## config.mk

```make
export PLATFORM = sky130hd
export DESIGN_NAME = fetch_pair
export DESIGN_NICKNAME = d
export VERILOG_FILES = /design/src/rtl/fetch_pair_pkg.sv /design/src/rtl/fetch_pair_queue.sv /design/src/rtl/fetch_pair.sv
export SDC_FILE = /design/constraint.sdc
export NUM_CORES = 1
export LEC_CHECK = 0
export BUFFER_PORTS_ARGS = -buffer_cell sky130_fd_sc_hd__buf_4
export CAP_MARGIN = 0
export CELL_PAD_IN_SITES_DETAIL_PLACEMENT = 0
export CELL_PAD_IN_SITES_GLOBAL_PLACEMENT = 2
export CORE_MARGIN = 3
export CORE_UTILIZATION = 36
export DETAILED_ROUTE_END_ITERATION = 10
export PLACE_DENSITY = 0.86
export SLEW_MARGIN = 15
export SYNTH_ARGS = -nofsm -noshare
export SYNTH_HDL_FRONTEND = slang
export SYNTH_SLANG_ARGS = --single-unit
```

## constraint.sdc

```tcl
create_clock -name clk -period 5.7 [get_ports clk]
set_clock_uncertainty 0.2 [all_clocks]
set_input_delay 0.855 -clock clk [delete_from_list [all_inputs] [get_ports clk]]
set_output_delay 0.855 -clock clk [all_outputs]
set_load 0.02 [all_outputs]
```

## src/rtl/fetch_pair_pkg.sv

```systemverilog
// Shared types and constants for the dual-issue fetch stage.
// A fetched pair is one 64-bit memory word holding two consecutive RV32I instructions.
package fetch_pair_pkg;

  localparam int          PAIR_W  = 64;
  localparam logic [31:0] NOP_ENC = 32'h0000_0013;

  typedef struct packed {
    logic [31:0]       pc;
    logic [PAIR_W-1:0] data;
  } pair_t;

endpackage

```

## src/rtl/fetch_pair_queue.sv

```systemverilog
// Two-entry circular FIFO of {pc, instruction pair} between fetch and decode.
// The head is read combinationally from registered storage.
module fetch_pair_queue
  import fetch_pair_pkg::*;
#(
  parameter logic [31:0] RESET_PC = 32'h0000_0000,
  parameter logic [31:0] NOP      = NOP_ENC
) (
  input  logic              clk,
  input  logic              rst,
  input  logic              push,
  input  logic [31:0]       push_pc,
  input  logic [PAIR_W-1:0] push_data,
  input  logic              pop,
  input  logic              flush,
  output logic [1:0]        count,
  output logic              head_valid,
  output logic [31:0]       head_pc,
  output logic [PAIR_W-1:0] head_data
);

  pair_t mem [2];
  logic  wr_ptr;
  logic  rd_ptr;

  always_ff @(posedge clk) begin
    if (rst) begin
      for (int i = 0; i < 2; i++) begin
        mem[i] <= '{pc: RESET_PC, data: {NOP, NOP}};
      end
      wr_ptr <= 1'b0;
      rd_ptr <= 1'b0;
      count  <= 2'd0;
    end else if (flush) begin
      wr_ptr <= 1'b0;
      rd_ptr <= 1'b0;
      count  <= 2'd0;
    end else begin
      if (push) begin
        mem[wr_ptr] <= '{pc: push_pc, data: push_data};
        wr_ptr      <= ~wr_ptr;
      end
      if (pop) begin
        rd_ptr <= ~rd_ptr;
      end
      count <= count + {1'b0, push} - {1'b0, pop};
    end
  end

  // Credit counting upstream must keep pushes away from a full queue.
  always_ff @(posedge clk) begin
    if (!rst && !flush && push) begin
      push_not_full: assert (count != 2'd2);
    end
  end

  assign head_valid = (count != 2'd0);
  assign head_pc    = mem[rd_ptr].pc;
  assign head_data  = mem[rd_ptr].data;

endmodule

```

## src/rtl/fetch_pair.sv

```systemverilog
// Dual-issue fetch: requests 8-byte instruction pairs, buffers them in a 2-entry queue,
// and presents the head pair to decode. Taken branches flush and redirect.
module fetch_pair
  import fetch_pair_pkg::*;
#(
  parameter logic [31:0] RESET_PC  = 32'h0000_0000,
  parameter logic [31:0] NOP_INSTR = NOP_ENC
) (
  input  logic              clk,
  input  logic              rst,
  input  logic              stall,
  input  logic              ex_br_taken,
  input  logic [31:0]       ex_br_target,
  output logic              imem_req,
  output logic [31:0]       imem_addr,
  input  logic [PAIR_W-1:0] imem_rdata,
  output logic              id_valid,
  output logic [31:0]       id_instr1,
  output logic [31:0]       id_instr2,
  output logic [31:0]       id_pc1
);

  logic [31:0]       fetch_pc;
  logic [31:0]       resp_pc;
  logic              inflight;
  logic              resp_epoch;
  logic              epoch;
  logic              squash_lo;
  logic [1:0]        count;
  logic              head_valid;
  logic [31:0]       head_pc;
  logic [PAIR_W-1:0] head_data;
  logic              pop;
  logic              push;
  logic [2:0]        credit;
  logic [PAIR_W-1:0] push_data;
  logic              unused_tgt_bits;

  assign unused_tgt_bits = ^ex_br_target[1:0];

  assign pop       = head_valid & ~stall & ~ex_br_taken;
  assign credit    = {1'b0, count} + {2'b00, inflight} - {2'b00, pop};
  assign imem_req  = ~rst & ~ex_br_taken & (credit < 3'd2);
  assign imem_addr = fetch_pc;

  // Stale-epoch responses belong to a path abandoned by a redirect.
  assign push      = inflight & (resp_epoch == epoch) & ~ex_br_taken & ~rst;
  assign push_data = {imem_rdata[63:32], squash_lo ? NOP_INSTR : imem_rdata[31:0]};

  always_ff @(posedge clk) begin
    if (rst) begin
      fetch_pc   <= RESET_PC;
      resp_pc    <= RESET_PC;
      inflight   <= 1'b0;
      resp_epoch <= 1'b0;
      epoch      <= 1'b0;
      squash_lo  <= 1'b0;
    end else if (ex_br_taken) begin
      fetch_pc  <= {ex_br_target[31:3], 3'b000};
      squash_lo <= ex_br_target[2];
      epoch     <= ~epoch;
      inflight  <= 1'b0;
    end else begin
      inflight <= imem_req;
      if (imem_req) begin
        fetch_pc   <= fetch_pc + 32'd8;
        resp_pc    <= fetch_pc;
        resp_epoch <= epoch;
      end
      if (push) begin
        squash_lo <= 1'b0;
      end
    end
  end

  fetch_pair_queue #(
    .RESET_PC (RESET_PC),
    .NOP      (NOP_INSTR)
  ) u_queue (
    .clk        (clk),
    .rst        (rst),
    .push       (push),
    .push_pc    (resp_pc),
    .push_data  (push_data),
    .pop        (pop),
    .flush      (ex_br_taken),
    .count      (count),
    .head_valid (head_valid),
    .head_pc    (head_pc),
    .head_data  (head_data)
  );

  assign id_valid  = head_valid;
  assign id_instr1 = head_valid ? head_data[31:0]  : NOP_INSTR;
  assign id_instr2 = head_valid ? head_data[63:32] : NOP_INSTR;
  assign id_pc1    = head_pc;

endmodule
```

==> impl_results.md <==
- N_diodes: 0
- Non-Filler Instances: around 1,600
- Vias per cell: just over 5
- Ports: between 200 and 250
- Drt total wl: ~29,000 µm
- Buf/Inv on CP: 3
- Required @ worst endpoint: ~4.6 ns
- # H-tree levels: 1
- CORE AREA: between 30,000 and 40,000 µm²
- Crit-path max FO: 9
- Vias: 8,301
- Routability cong.: approximately 0.76
- Layout cells sized above 1: about a quarter
- Max Slew Vio Count: 0
- # resized after CTS: 0
- DR iter-0 viols: just under 500
- WP data arrival: around 3.2 ns
- Die H: around 180 µm
- Period Utilization, post-route: between 70 and 80%
- Outcome: completed
- Fill cells: roughly 2,900
- Least-Margin Pin Slew: roughly 0.95 ns
- PnR Total Power: about 4.3 mW
- Crit path time final: roughly 4.3 ns
- CP top delay family: adder cells
- Initial antenna violation count: 0
- Setup_tns: 0 ns
- Cells after synthesis: between 1,000 and 1,500
- Final-stage net count: 1,315
- Number of max-cap violations: 0
- Cell Rows: 64
- Max Freq: roughly 230 MHz
- Worst hold slack: approximately 0.26 ns
- EDFF count, synth: between 150 and 200
- Main flop type after synthesis: edfxtp_1
- Total GRT Usage: about 16%
- Clock sink count: roughly 250
- Post-CTS Setup Bufs: 0
- # DRC: 0
- Post-synth ARST share: 0%
- Die W: roughly 180 µm
- Register area share after synthesis: approximately three fifths
- RSZ-0062 raised after global routing: no
- Peak supply drop: between 150 and 200 µV
- Worst-Skew Late Latency: between 0.5 and 0.6 ns
- Initial core utilization: approximately 37%
- Largest net degree at the start of global routing: 118
- Slowest CP cell: fa_1
- Clk slew on worst S/H paths: approximately 0.06 ns
- Synth Register Bits: around 250
- LEAKAGE: between 5 and 6 nW
- CTS max path bufs: 3
- CP max stage delay: roughly 0.7 ns
- Total gr overflow: 0
- Final ANT Viol Nets: 0
- Die Footprint: roughly 34,000 µm²
- Final Setup Violations: 0
- Hold-fix buffers, CTS: 0
- Clock buffer count from CTS: 28
- Crit-path cells: nor2_4 -> nor3_1 -> ha_1 -> inv_1 -> nand2_1 -> fa_1 -> nor3b_2 -> nand2_1 -> inv_1 -> buf_4
- Pwr dens: around 300 nW/µm²
- Hold Crit Class: reg -> reg
- Post-synthesis cell type count: 49
- Layout area overhead: 25.8%
- DP HPWL: between 15,000 and 20,000 µm
- Crit Path Class: reg -> out
- Vias in the first global route: 8,103
- CTS tree: done
- Warning count from the yosys run: 0
- DP Cell Count: roughly 1,600
- Worst rel slew slack: 36.5%
- First-pass GRT wire length: between 40,000 and 50,000 µm
- Hold Vio Cnt, Final: 0
- Syn Area/Cell: roughly 11 µm²
- Root buffer cell: clkbuf_16
- TritonRoute pass-1 iters: 4
- Critical path endpoint category: output pin
- Critical path launch point type: flip-flop
- Mapped Area: 11,500 µm²
- PortBufs: between 200 and 250
- Drt wl/cell: ~18 µm
-- cell usage after synthesis, types with 7 or more instances --
library cell  number  area share, %
nand4_1           11           0.60
edfxtp_1         186             49
mux2i_1           65            5.7
clkbuf_1          63            2.1
buf_1              9           0.29
nand3_1           13           0.57
and2_1             7           0.38
nand2b_1          32            1.7
a21oi_1           32            1.4
o211ai_1           9           0.59
inv_1             13           0.43
or4_1             14           0.92
a31oi_1           12           0.65
nor2_1           146            4.8
dfxtp_1           67             12
nand2_1          100            3.3
mux2_2            29            2.8
a311oi_1           8           0.61
and3_1           120            6.5
or3_1             12           0.65
-- metrics by stage --
step / setup WS (ns) / util (%) / cell area [µm²]
after global placement: 1.40 / 43.3 / 13400
final: 1.43 / 46.5 / 14400
after detailed placement: 1.42 / 43.3 / 13400
after global routing: 1.20 / 46.5 / 14400
after floorplan: 0.990 / - / 11500
after CTS: 1.37 / 46.5 / 14400
-- registers in the layout, summed over array words and instances, names as in the netlist, 2 cells and up, named ones only --
signal and cells:
imem_addr 29, u_queue.count 2, u_queue.mem 186, resp_pc 29
-- area by class of cell --
| type | instances | area, µm² | area share, % |
|---|---|---|---|
| sequential | 253 | 6930 | 48.1 |
| multi-input combinational | 678 | 4180 | 29.0 |
| timing repair buffer | 236 | 1770 | 12.3 |
| clock buffer | 39 | 835 | 5.79 |
| tap | 396 | 495 | 3.44 |
| clock inverter | 11 | 160 | 1.11 |
| inverter | 13 | 48.8 | 0.338 |
-- power by group --
| part | leakage, nW | total, mW | switching, mW | internal [mW] |
|---|---|---|---|---|
| clock | 0.486 | 1.92 | 0.718 | 1.20 |
| combinational | 2.85 | 0.308 | 0.177 | 0.131 |
| sequential | 2.43 | 2.10 | 0.0514 | 2.05 |
| total | 5.77 | 4.32 | 0.947 | 3.38 |
-- cell families after synthesis --
| kind of cell | share of synthesized area, % |
|---|---|
| DFF | 60.4 |
| xor gates and xnor gates | 0.927 |
| AOI/OAI and AO/OA | 4.92 |
| other | 0.0327 |
| muxes | 8.52 |
| buffers and inverters | 3.52 |
| and+or+nand+nor | 21.1 |
| adders and majority gates | 0.611 |
-- cell usage in the layout, fill, tap and decap left out, types with 14 or more instances in the layout --
cell type | Yosys | final
edfxtp_1 | 186 | 186
nand2_1 | 100 | 100
a21oi_1 | 32 | 32
dfxtp_1 | 67 | 64
or4_1 | 14 | 14
nor2_1 | 146 | 145
buf_4 | 6 | 236
mux2_2 | 29 | 29
clkbuf_16 | 0 | 30
and3_1 | 120 | 120
nand2b_1 | 32 | 30
mux2i_1 | 65 | 65
-- worst reg2reg max path, stage by stage, from the launching register on --
cell and delay (ns):
dfxtp_1 0.58, nor2_4 0.04, nor3_1 0.26, ha_1 0.29
inv_1 0.07, nand2_1 0.06, fa_1 0.70, nor3b_2 0.32
nand2_1 0.11, buf_4 0.30, or4_1 0.56, a31oi_1 0.16
-- worst paths after layout --
kind,startpoint,end,slack [ns],cells past startpoint
worst max-delay path,u_queue.count[1],imem_req,1.43,10
worst min-delay path,resp_pc[23],resp_pc[23],0.26,2
worst max register to register,u_queue.count[1],imem_addr[23],1.95,11
worst min register to register,resp_pc[23],resp_pc[23],0.26,2
-- per-layer routing --
| layer | part of all wire [%] | track usage [%] | vias to the layer above |
|---|---|---|---|
| li1 | - | - | 4064 |
| met1 | 45 | 22.7 | 3983 |
| met2 | 47 | 27.0 | 231 |
| met3 | 6.5 | 3.14 | 23 |
| met4 | 1.2 | 3.27 | 0 |
| met5 | 0 | 0 | - |
Note: power is estimated with default switching activity, not from simulation.
